## config.mk

```make
export PLATFORM = sky130hd
export DESIGN_NAME = dsch_event_responder_flat
export DESIGN_NICKNAME = d
export VERILOG_FILES = /design/src/rtl/dsch_pkg.sv /design/src/rtl/dsch_event_responder_if.sv /design/src/rtl/dsch_delay_counter.sv /design/src/rtl/dsch_event_responder.sv /design/src/flat_wrapper.sv
export SDC_FILE = /design/constraint.sdc
export NUM_CORES = 1
export LEC_CHECK = 0
export ABC_AREA = 1
export CORE_MARGIN = 5
export CORE_UTILIZATION = 40
export DETAILED_ROUTE_END_ITERATION = 7
export GPL_TIMING_DRIVEN = 0
export HOLD_SLACK_MARGIN = 0.15
export MAX_ROUTING_LAYER = met4
export PLACE_DENSITY_LB_ADDON = 0.05
export SLEW_MARGIN = 10
export SYNTH_ARGS = -nofsm -noshare
export SYNTH_HDL_FRONTEND = slang
export SYNTH_SLANG_ARGS = --single-unit
export TNS_END_PERCENT = 5
```

## constraint.sdc

```tcl
create_clock -name clk -period 1.4 [get_ports clk]
set_input_delay 0.28 -clock clk [delete_from_list [all_inputs] [get_ports clk]]
set_output_delay 0.28 -clock clk [all_outputs]
set_load 0.03 [all_outputs]
```

## src/rtl/dsch_pkg.sv

```systemverilog
// dsch_pkg: shared types, widths and parameter checks for the event responder slice
package dsch_pkg;
  typedef enum logic [1:0] {ST_IDLE, ST_WAIT, ST_DONE} dsch_state_e;
  localparam int DSCH_CNT_W = 8;
  function automatic bit dsch_params_ok(int unsigned delay, int unsigned rounds);
    return (delay >= 1) && (delay <= 255) && (rounds >= 1) && (rounds <= 255);
  endfunction
endpackage

```

## src/rtl/dsch_event_responder_if.sv

```systemverilog
// dsch_event_responder_if: req/ack handshake bundle between initiator and responder
interface dsch_event_responder_if #(parameter int unsigned WIDTH = 32);
  logic             req_i;
  logic [WIDTH-1:0] value_o;
  logic             ack_o;
  logic             busy_o;
  logic             done_o;
  logic             overrun_o;
  logic [7:0]       round_o;
  modport master(output req_i, input value_o, ack_o, busy_o, done_o, overrun_o, round_o);
  modport slave(input req_i, output value_o, ack_o, busy_o, done_o, overrun_o, round_o);
endinterface

```

## src/rtl/dsch_delay_counter.sv

```systemverilog
// dsch_delay_counter: loadable down-counter, zero_o marks the final counted cycle
module dsch_delay_counter
  import dsch_pkg::*;
(
  input  logic                  clk,
  input  logic                  rst_n,
  input  logic                  load_i,
  input  logic [DSCH_CNT_W-1:0] load_val_i,
  output logic                  zero_o,
  output logic                  running_o
);
  logic [DSCH_CNT_W-1:0] cnt;
  always_ff @(posedge clk or negedge rst_n)
    if (!rst_n) begin
      cnt       <= '0;
      running_o <= 1'b0;
    end else if (load_i) begin
      cnt       <= load_val_i;
      running_o <= 1'b1;
    end else if (running_o) begin
      cnt       <= cnt - DSCH_CNT_W'(1);
      running_o <= cnt != '0;
    end
  assign zero_o = running_o && cnt == '0;
endmodule

```

## src/rtl/dsch_event_responder.sv

```systemverilog
// dsch_event_responder: responder end of a req/ack event handshake, ROUNDS rounds then DONE
module dsch_event_responder
  import dsch_pkg::*;
#(
  parameter int unsigned      WIDTH  = 32,
  parameter int unsigned      DELAY  = 1,
  parameter int unsigned      ROUNDS = 3,
  parameter logic [WIDTH-1:0] START  = WIDTH'(1),
  parameter logic [WIDTH-1:0] STEP   = WIDTH'(1)
) (
  input logic                     clk,
  input logic                     rst_n,
  dsch_event_responder_if.slave   bus
);
  if (!dsch_params_ok(DELAY, ROUNDS)) begin : g_bad_params
    $error("dsch_event_responder: DELAY and ROUNDS must lie in 1..255");
  end
  dsch_state_e state, state_n;
  logic accept, zero, running, last;
  assign accept = state == ST_IDLE && bus.req_i;
  assign last   = bus.round_o + 8'd1 == 8'(ROUNDS);
  dsch_delay_counter u_delay (
    .clk       (clk),
    .rst_n     (rst_n),
    .load_i    (accept),
    .load_val_i(DSCH_CNT_W'(DELAY - 1)),
    .zero_o    (zero),
    .running_o (running)
  );
  always_ff @(posedge clk or negedge rst_n)
    if (!rst_n) state <= ST_IDLE;
    else        state <= state_n;
  always_comb begin
    state_n = state;
    if (accept) state_n = ST_WAIT;
    else if (state == ST_WAIT && zero) state_n = last ? ST_DONE : ST_IDLE;
  end
  // a req landing while busy or done (including the ack cycle) is dropped and flagged
  always_ff @(posedge clk or negedge rst_n)
    if (!rst_n) begin
      bus.value_o   <= '0;
      bus.round_o   <= '0;
      bus.overrun_o <= 1'b0;
    end else begin
      if (accept) bus.value_o <= bus.round_o == '0 ? START : bus.value_o + STEP;
      if (bus.ack_o) bus.round_o <= bus.round_o + 8'd1;
      if (bus.req_i && state != ST_IDLE) bus.overrun_o <= 1'b1;
    end
  assign bus.ack_o  = state == ST_WAIT && zero;
  assign bus.busy_o = running;
  assign bus.done_o = state == ST_DONE;
endmodule
```

## src/flat_wrapper.sv

```systemverilog
// flat-port wrapper written by rule: the top's interface ports become plain ports
module dsch_event_responder_flat import dsch_pkg::*;
#(
  parameter int unsigned      WIDTH  = 32,
  parameter int unsigned      DELAY  = 1,
  parameter int unsigned      ROUNDS = 3,
  parameter logic [WIDTH-1:0] START  = WIDTH'(1),
  parameter logic [WIDTH-1:0] STEP   = WIDTH'(1)
)
  (clk, rst_n, bus_req_i, bus_value_o, bus_ack_o, bus_busy_o, bus_done_o, bus_overrun_o, bus_round_o);
  dsch_event_responder_if #(.WIDTH(WIDTH)) bus_i ();
  input logic clk;
  input logic rst_n;
  input wire logic [$bits(bus_i.req_i)-1:0] bus_req_i;
  output wire logic [$bits(bus_i.value_o)-1:0] bus_value_o;
  output wire logic [$bits(bus_i.ack_o)-1:0] bus_ack_o;
  output wire logic [$bits(bus_i.busy_o)-1:0] bus_busy_o;
  output wire logic [$bits(bus_i.done_o)-1:0] bus_done_o;
  output wire logic [$bits(bus_i.overrun_o)-1:0] bus_overrun_o;
  output wire logic [$bits(bus_i.round_o)-1:0] bus_round_o;
  assign bus_i.req_i = bus_req_i;
  assign bus_value_o = bus_i.value_o;
  assign bus_ack_o = bus_i.ack_o;
  assign bus_busy_o = bus_i.busy_o;
  assign bus_done_o = bus_i.done_o;
  assign bus_overrun_o = bus_i.overrun_o;
  assign bus_round_o = bus_i.round_o;
  dsch_event_responder #(.WIDTH(WIDTH), .DELAY(DELAY), .ROUNDS(ROUNDS), .START(START), .STEP(STEP)) u_core (.clk(clk), .rst_n(rst_n), .bus(bus_i));
endmodule
```

# Word level (Yosys, flattened, before mapping)
# Cells that the tools add are included.
# op_classes
reduce_logical	11
mux	8
n_addsub	3
eq_ne	3
# ops
op	n
adder 32 x 1 -> 32 bit (second input constant)	1
2-to-1 mux 32 bit	1
logical NOT 8 bit	2
2-to-1 mux 8 bit	2
adder 8 x 1 -> 8 bit (second input constant)	1
== test 8 x 2 -> 1 bit (second input constant)	1
nonzero test 8 bit	1
subtractor 8 x 1 -> 8 bit (second input constant)	1
2-to-1 mux 2 bit	3
nonzero test 2 bit	3
logical AND 1 bit	4
== test 2 x 1 -> 1 bit (second input constant)	1
== test 2 bit (second input constant)	1
logical NOT 2 bit	1
2-to-1 mux 1 bit	2
# totals
elab_cells	31
out_inout_bits	44
reg_bits	52
input_bits	3

# Longest topological paths before layout
# depth
word_depth	5
mapped_depth	10
depth_no_buf	10

# Modules after synthesis
# Synthesis repeated with hierarchy kept, for this count alone.
# unflattened
hier_cells	446
area_unflattened_um2	3206.8
# by_module_without_submodules
module	cells_each	area_per_inst_um2	n_inst
dsch_event_responder	371	2648.8	1
dsch_delay_counter	75	558.0	1

# Worst setup path before layout
# Ideal clock, no wire load.
# synth_timing
path_kind	register to register
startpoint	register u_core.bus.value_o[1]
endpoint	register u_core.bus.value_o[26]
setup_slack_ns	-0.215
n_path_buf	0
period_less_slack_ns	1.615
arrival_time_ns	1.498
t_required_ns	1.282
stages_incl_launch_ff	11
cell_sequence	dfrtp_1 ha_1 nand3_1 inv_1 nand2_1 nor2_2 nand2_1 nor2_1 nand2_1 nand2_1 nor2_1
# synth_via
elab_chain_cells	2
# synth_rtl
item	line	text
start, declared	dsch_event_responder_if.sv:11	modport slave(input req_i, output value_o, ack_o, busy_o, done_o, overrun_o, round_o);
start signal, assigned	dsch_event_responder.sv:45	if (accept) bus.value_o <= bus.round_o == '0 ? START : bus.value_o + STEP;
adder 32 x 1 -> 32 bit	dsch_event_responder.sv:45	
2-to-1 mux 32 bit	dsch_event_responder.sv:45	
# Every way passes these cells.
# A chain may end at the register's enable or synchronous reset.

# Worst setup path in the final report
# layout_timing
startpoint	register u_core.u_delay.cnt[0]
endpoint	output port bus_ack_o
# layout_via
elab_chain_cells	3
# layout_rtl
item	line	text
start, declared	dsch_delay_counter.sv:12	logic [DSCH_CNT_W-1:0] cnt;
start signal, assigned	dsch_delay_counter.sv:18	cnt <= load_val_i;
start signal, assigned	dsch_delay_counter.sv:21	cnt <= cnt - DSCH_CNT_W'(1);
logical NOT 8 bit	dsch_delay_counter.sv:24	assign zero_o = running_o && cnt == '0;
logical AND 1 bit	dsch_delay_counter.sv:24	
logical AND 1 bit	dsch_event_responder.sv:49	assign bus.ack_o = state == ST_WAIT && zero;
end, declared	flat_wrapper.sv:16	output wire logic [$bits(bus_i.ack_o)-1:0] bus_ack_o;
# Every way passes these cells.

==> key figures <==
Synth
  • Syn Area/Cell: slightly above 7 sq um
  • Synth async-reset ratio: between 90% and 100%
  • Synth Flop Type: dfrtp_1
  • Register area share after synthesis: a little over two fifths
  • Post-synth EDFFs: 0
  • Post-synthesis cell type count: 30
  • FF+latch count, synth: between 50 and 60
  • Yosys warnings: 0
  • Post-synth net total: roughly 440
  • Syn Inst Count: between 400 and 500
  • Mapped Area: 3094 sq um

Route
  • Post-Route WL: 7.988 mm
  • DRC viols: 0
  • Post-DR wirelength/cell: around 13 um
  • Drt first-iter violations: 130
  • Antenna violation net count after detailed routing: 0
  • Via count: ~3000
  • Metal-1 WL: 3.769 mm
  • Drt first pass iters: 4
  • Met2 Routed Length: between 3 and 4 mm
  • Via density: between 4 and 5
  • Highest routed layer: met4
  • DR WL met3: about 260 um

Outcome
  • Violated checks: negative setup slack
  • Outcome: finished, violations left

STA
  • Final worst path period need: about 1800 ps
  • Max Slew Vio Count: 0
  • Final worst-path cycle share: 126.1%
  • Worst slew pin tran: between 400 and 500 ps
  • Hold_ws: between 400 and 500 ps
  • Final Hold Vio Count: 0
  • Clock Skews: about 6.2 ps
  • Max_slew headroom: about two thirds
  • Unrepaired setup endpoints after global routing: yes
  • Final WS setup: -366.0 ps
  • F_max: between 0.5 and 0.6 GHz
  • Setup violations, final: 29

Critical path
  • CP top delay family: flip-flops
  • Crit start category: register
  • CP endpoint kind: primary output
  • WP data arrival: ~1500 ps
  • CP Class: reg2out
  • Cell Chain, Critical Path: inv_2 -> ha_4 -> nand2_4 -> nor3_4 -> nand2_2 -> inv_4 -> buf_6
  • Max stage delay on crit path: 400 ps
  • WP buf/inv: 3
  • Worst EP required: 1120 ps
  • Max stage delay cell, worst path: dfrtp_1
  • Critical Path Fanout Max: 2

Power and ir drop
  • Int Pwr: between 1.5 and 2 mW
  • Reg power frac: just over 60%
  • Net switching power: 538.4 uW
  • Power density cells: ~560 nW/um^2
  • Sw frac: between 20% and 30%
  • Clk pwr share: a little under two fifths
  • Maximum VDD drop: a little over 300 uV
  • Combinational cell fraction of total power: under 10%
  • Leak pwr: 2.151 nW

GRT
  • Largest net degree at the start of global routing: 34
  • First-pass GRT wire length: around 13 mm
  • Number of global-route vias before repair: around 2800
  • Initial antenna violation count: 0
  • Total global-route track usage: around 17%
  • Global route total overflow: 0

Finish
  • Fin cells: 620
  • Area grow syn2layout: 40.44%
  • # fillers: between 700 and 800
  • ANT cells: 0
  • Share of layout cells above drive strength 1: between 30 and 40%
  • Final #Nets: between 500 and 600

Clocking
  • Total CTS buffers: 5
  • Skew-Pair Late Insertion Delay: approximately 300 ps
  • Clock buffer depth: 2
  • CTS Sinks: 52
  • CTS tree: done
  • Root Driver: clkbuf_8
  • H-Tree Depth: 2
  • Worst-path clk slew: 100 ps

Hold path
  • Worst min-delay path class: in2async

Placed design
  • Port bufs: between 40 and 50
  • Final HPWL DP: 5.672 mm
  • Placed cells: roughly 580
  • RePlAce Congestion: 0.8398

Flow run
  • Max-Cap Viols: 0

Die
  • Starting density of the core: 40.46%
  • Die width: around 98 um
  • Die height: between 90 and 100 um
  • Die area: around 9600 sq um
  • Core Area: 7647 sq um
  • I/O pins: between 40 and 50
  • Site Rows: 32
-- state kept, by name (all words and copies together), names as in the netlist --
name                      count
u_core.bus.value_o           32
u_core.bus.round_o            8
u_core.u_delay.cnt            8
u_core.state                  2
u_core.bus.overrun_o          1
u_core.u_delay.running_o      1
-- area by class of cell --
class / instances / area (sq um) / area share, %
plain buffers: 6 / 76.32 / 1.756
clock buffers: 8 / 90.09 / 2.073
inverters: 66 / 257.7 / 5.931
multi-input cells: 310 / 1767 / 40.66
flip-flops and latches: 52 / 1325 / 30.49
well taps: 102 / 127.6 / 2.937
repair buffers: 76 / 701.9 / 16.15
-- worst register-to-register path: stages (launching register included) --
cell and delay (ps):
dfrtp_2 430, inv_2 80, ha_4 140, nand4_1 90, nor3_2 270, nand2_4 130
clkbuf_16 190, nand2_2 60, nor2_2 30
-- cell usage after synthesis (2+ instances only) --
cell type,instances,area share (%)
nand2_1,113,14
inv_1,65,7.9
nor2_1,65,7.9
dfrtp_1,52,42
nand3_1,30,4.9
a21oi_1,18,2.9
o21ai_0,16,2.6
nor3_1,14,2.3
nand4_1,13,2.6
nor2_2,7,1.4
ha_1,6,2.4
nor2_4,5,1.8
nand3_2,4,1.3
xor2_1,3,0.85
buf_2,2,0.32
buf_4,2,0.49
nand2_2,2,0.40
nand2_4,2,0.73
nor4_1,2,0.40
o21bai_1,2,0.49
xnor2_1,2,0.57
-- metal layers --
metal,GRT usage (%),vias to the layer above
li1,-,1538
met1,22.25,1409
met2,27.43,62
met3,2.714,7
met4,3.727,0
met5,-,-
-- power by group through the flow --
stage               Clock (mW)  Combinational, mW  Sequential [mW]
floorplan                    0           0.000519             1.53
global placement             0             0.0404             1.53
detailed placement           0             0.0453             1.53
CTS                      0.932             0.0475             1.50
global route             0.990             0.0531             1.50
finish                   0.911             0.0438             1.50
-- worst paths after layout --
kind | from | depth (start not counted) | slack, ps | end
min | rst_n | 2 | 460 | u_core.bus.value_o[10]
max | u_core.u_delay.cnt[0] | 7 | -370 | bus_ack_o
max reg2reg | u_core.bus.round_o[1] | 8 | -130 | u_core.bus.value_o[12]
max in group asynchronous | rst_n | 3 | 380 | u_core.bus.value_o[19]
min reg2reg | u_core.bus.overrun_o | 1 | 470 | u_core.bus.overrun_o
min in group clk | u_core.bus.overrun_o | 1 | 470 | u_core.bus.overrun_o
-- repair_timing --
action,in CTS,in global routing
hold buffers,1,0
endpoints found under the hold margin,19,0
cloned,0,1
resized for setup,153,64
buffers inserted,12,15
endpoints found under the setup margin,90,65
pin swaps,7,16
-- cells by family (layout without fill, tap and decap cells) --
group / count (synthesis) / count (layout) / synth area share, %
adder cells (fa/ha/maj): 6 / 6 / 2.426
XOR/XNOR: 5 / 5 / 1.416
AND/OR/NAND/NOR: 261 / 261 / 38.37
flip-flops: 52 / 52 / 42.05
AO/OA/AOI/OAI: 38 / 38 / 6.430
buffers and inverters: 72 / 156 / 9.300
-- stage by stage --
| stage | setup WS, ps | total power [mW] | setup TNS (ps) | utilization, % | instance area, sq um |
|---|---|---|---|---|---|
| 2_1_floorplan | -79.82 | 1.531 | -1184 | - | 3131 |
| 3_3_place_gp | -1891 | 1.571 | -107780 | 48.63 | 3719 |
| 3_5_place_dp | -818.9 | 1.576 | -17830 | 48.82 | 3734 |
| 4_1_cts | -366.4 | 2.480 | -3438 | 53.40 | 4084 |
| 5_1_grt | -459.6 | 2.544 | -6513 | 56.82 | 4345 |
| 6_report | -366.0 | 2.455 | -2534 | 56.82 | 4345 |
-- layout by cell type (no fill, tap or decap), types with 5 or more instances in the layout --
| cell | Yosys | routed |
|---|---|---|
| nand2_1 | 113 | 100 |
| inv_1 | 65 | 57 |
| nor2_1 | 65 | 49 |
| dfrtp_1 | 52 | 33 |
| buf_4 | 2 | 28 |
| nand3_1 | 30 | 27 |
| clkdlybuf4s15_2 | 0 | 24 |
| dfrtp_2 | 0 | 19 |
| a21oi_1 | 18 | 18 |
| nor2_4 | 5 | 16 |
| nand4_1 | 13 | 13 |
| nor2_2 | 7 | 12 |
| o21ai_0 | 16 | 12 |
| nand2_2 | 2 | 11 |
| nor3_1 | 14 | 9 |
| clkbuf_2 | 0 | 8 |
| inv_2 | 1 | 6 |
| nand2_4 | 2 | 6 |
| clkbuf_8 | 0 | 6 |
| nand3_2 | 4 | 5 |
| clkdlybuf4s15_1 | 0 | 5 |
| dlygate4sd2_1 | 0 | 5 |
Power figures use the tool's default switching activity.
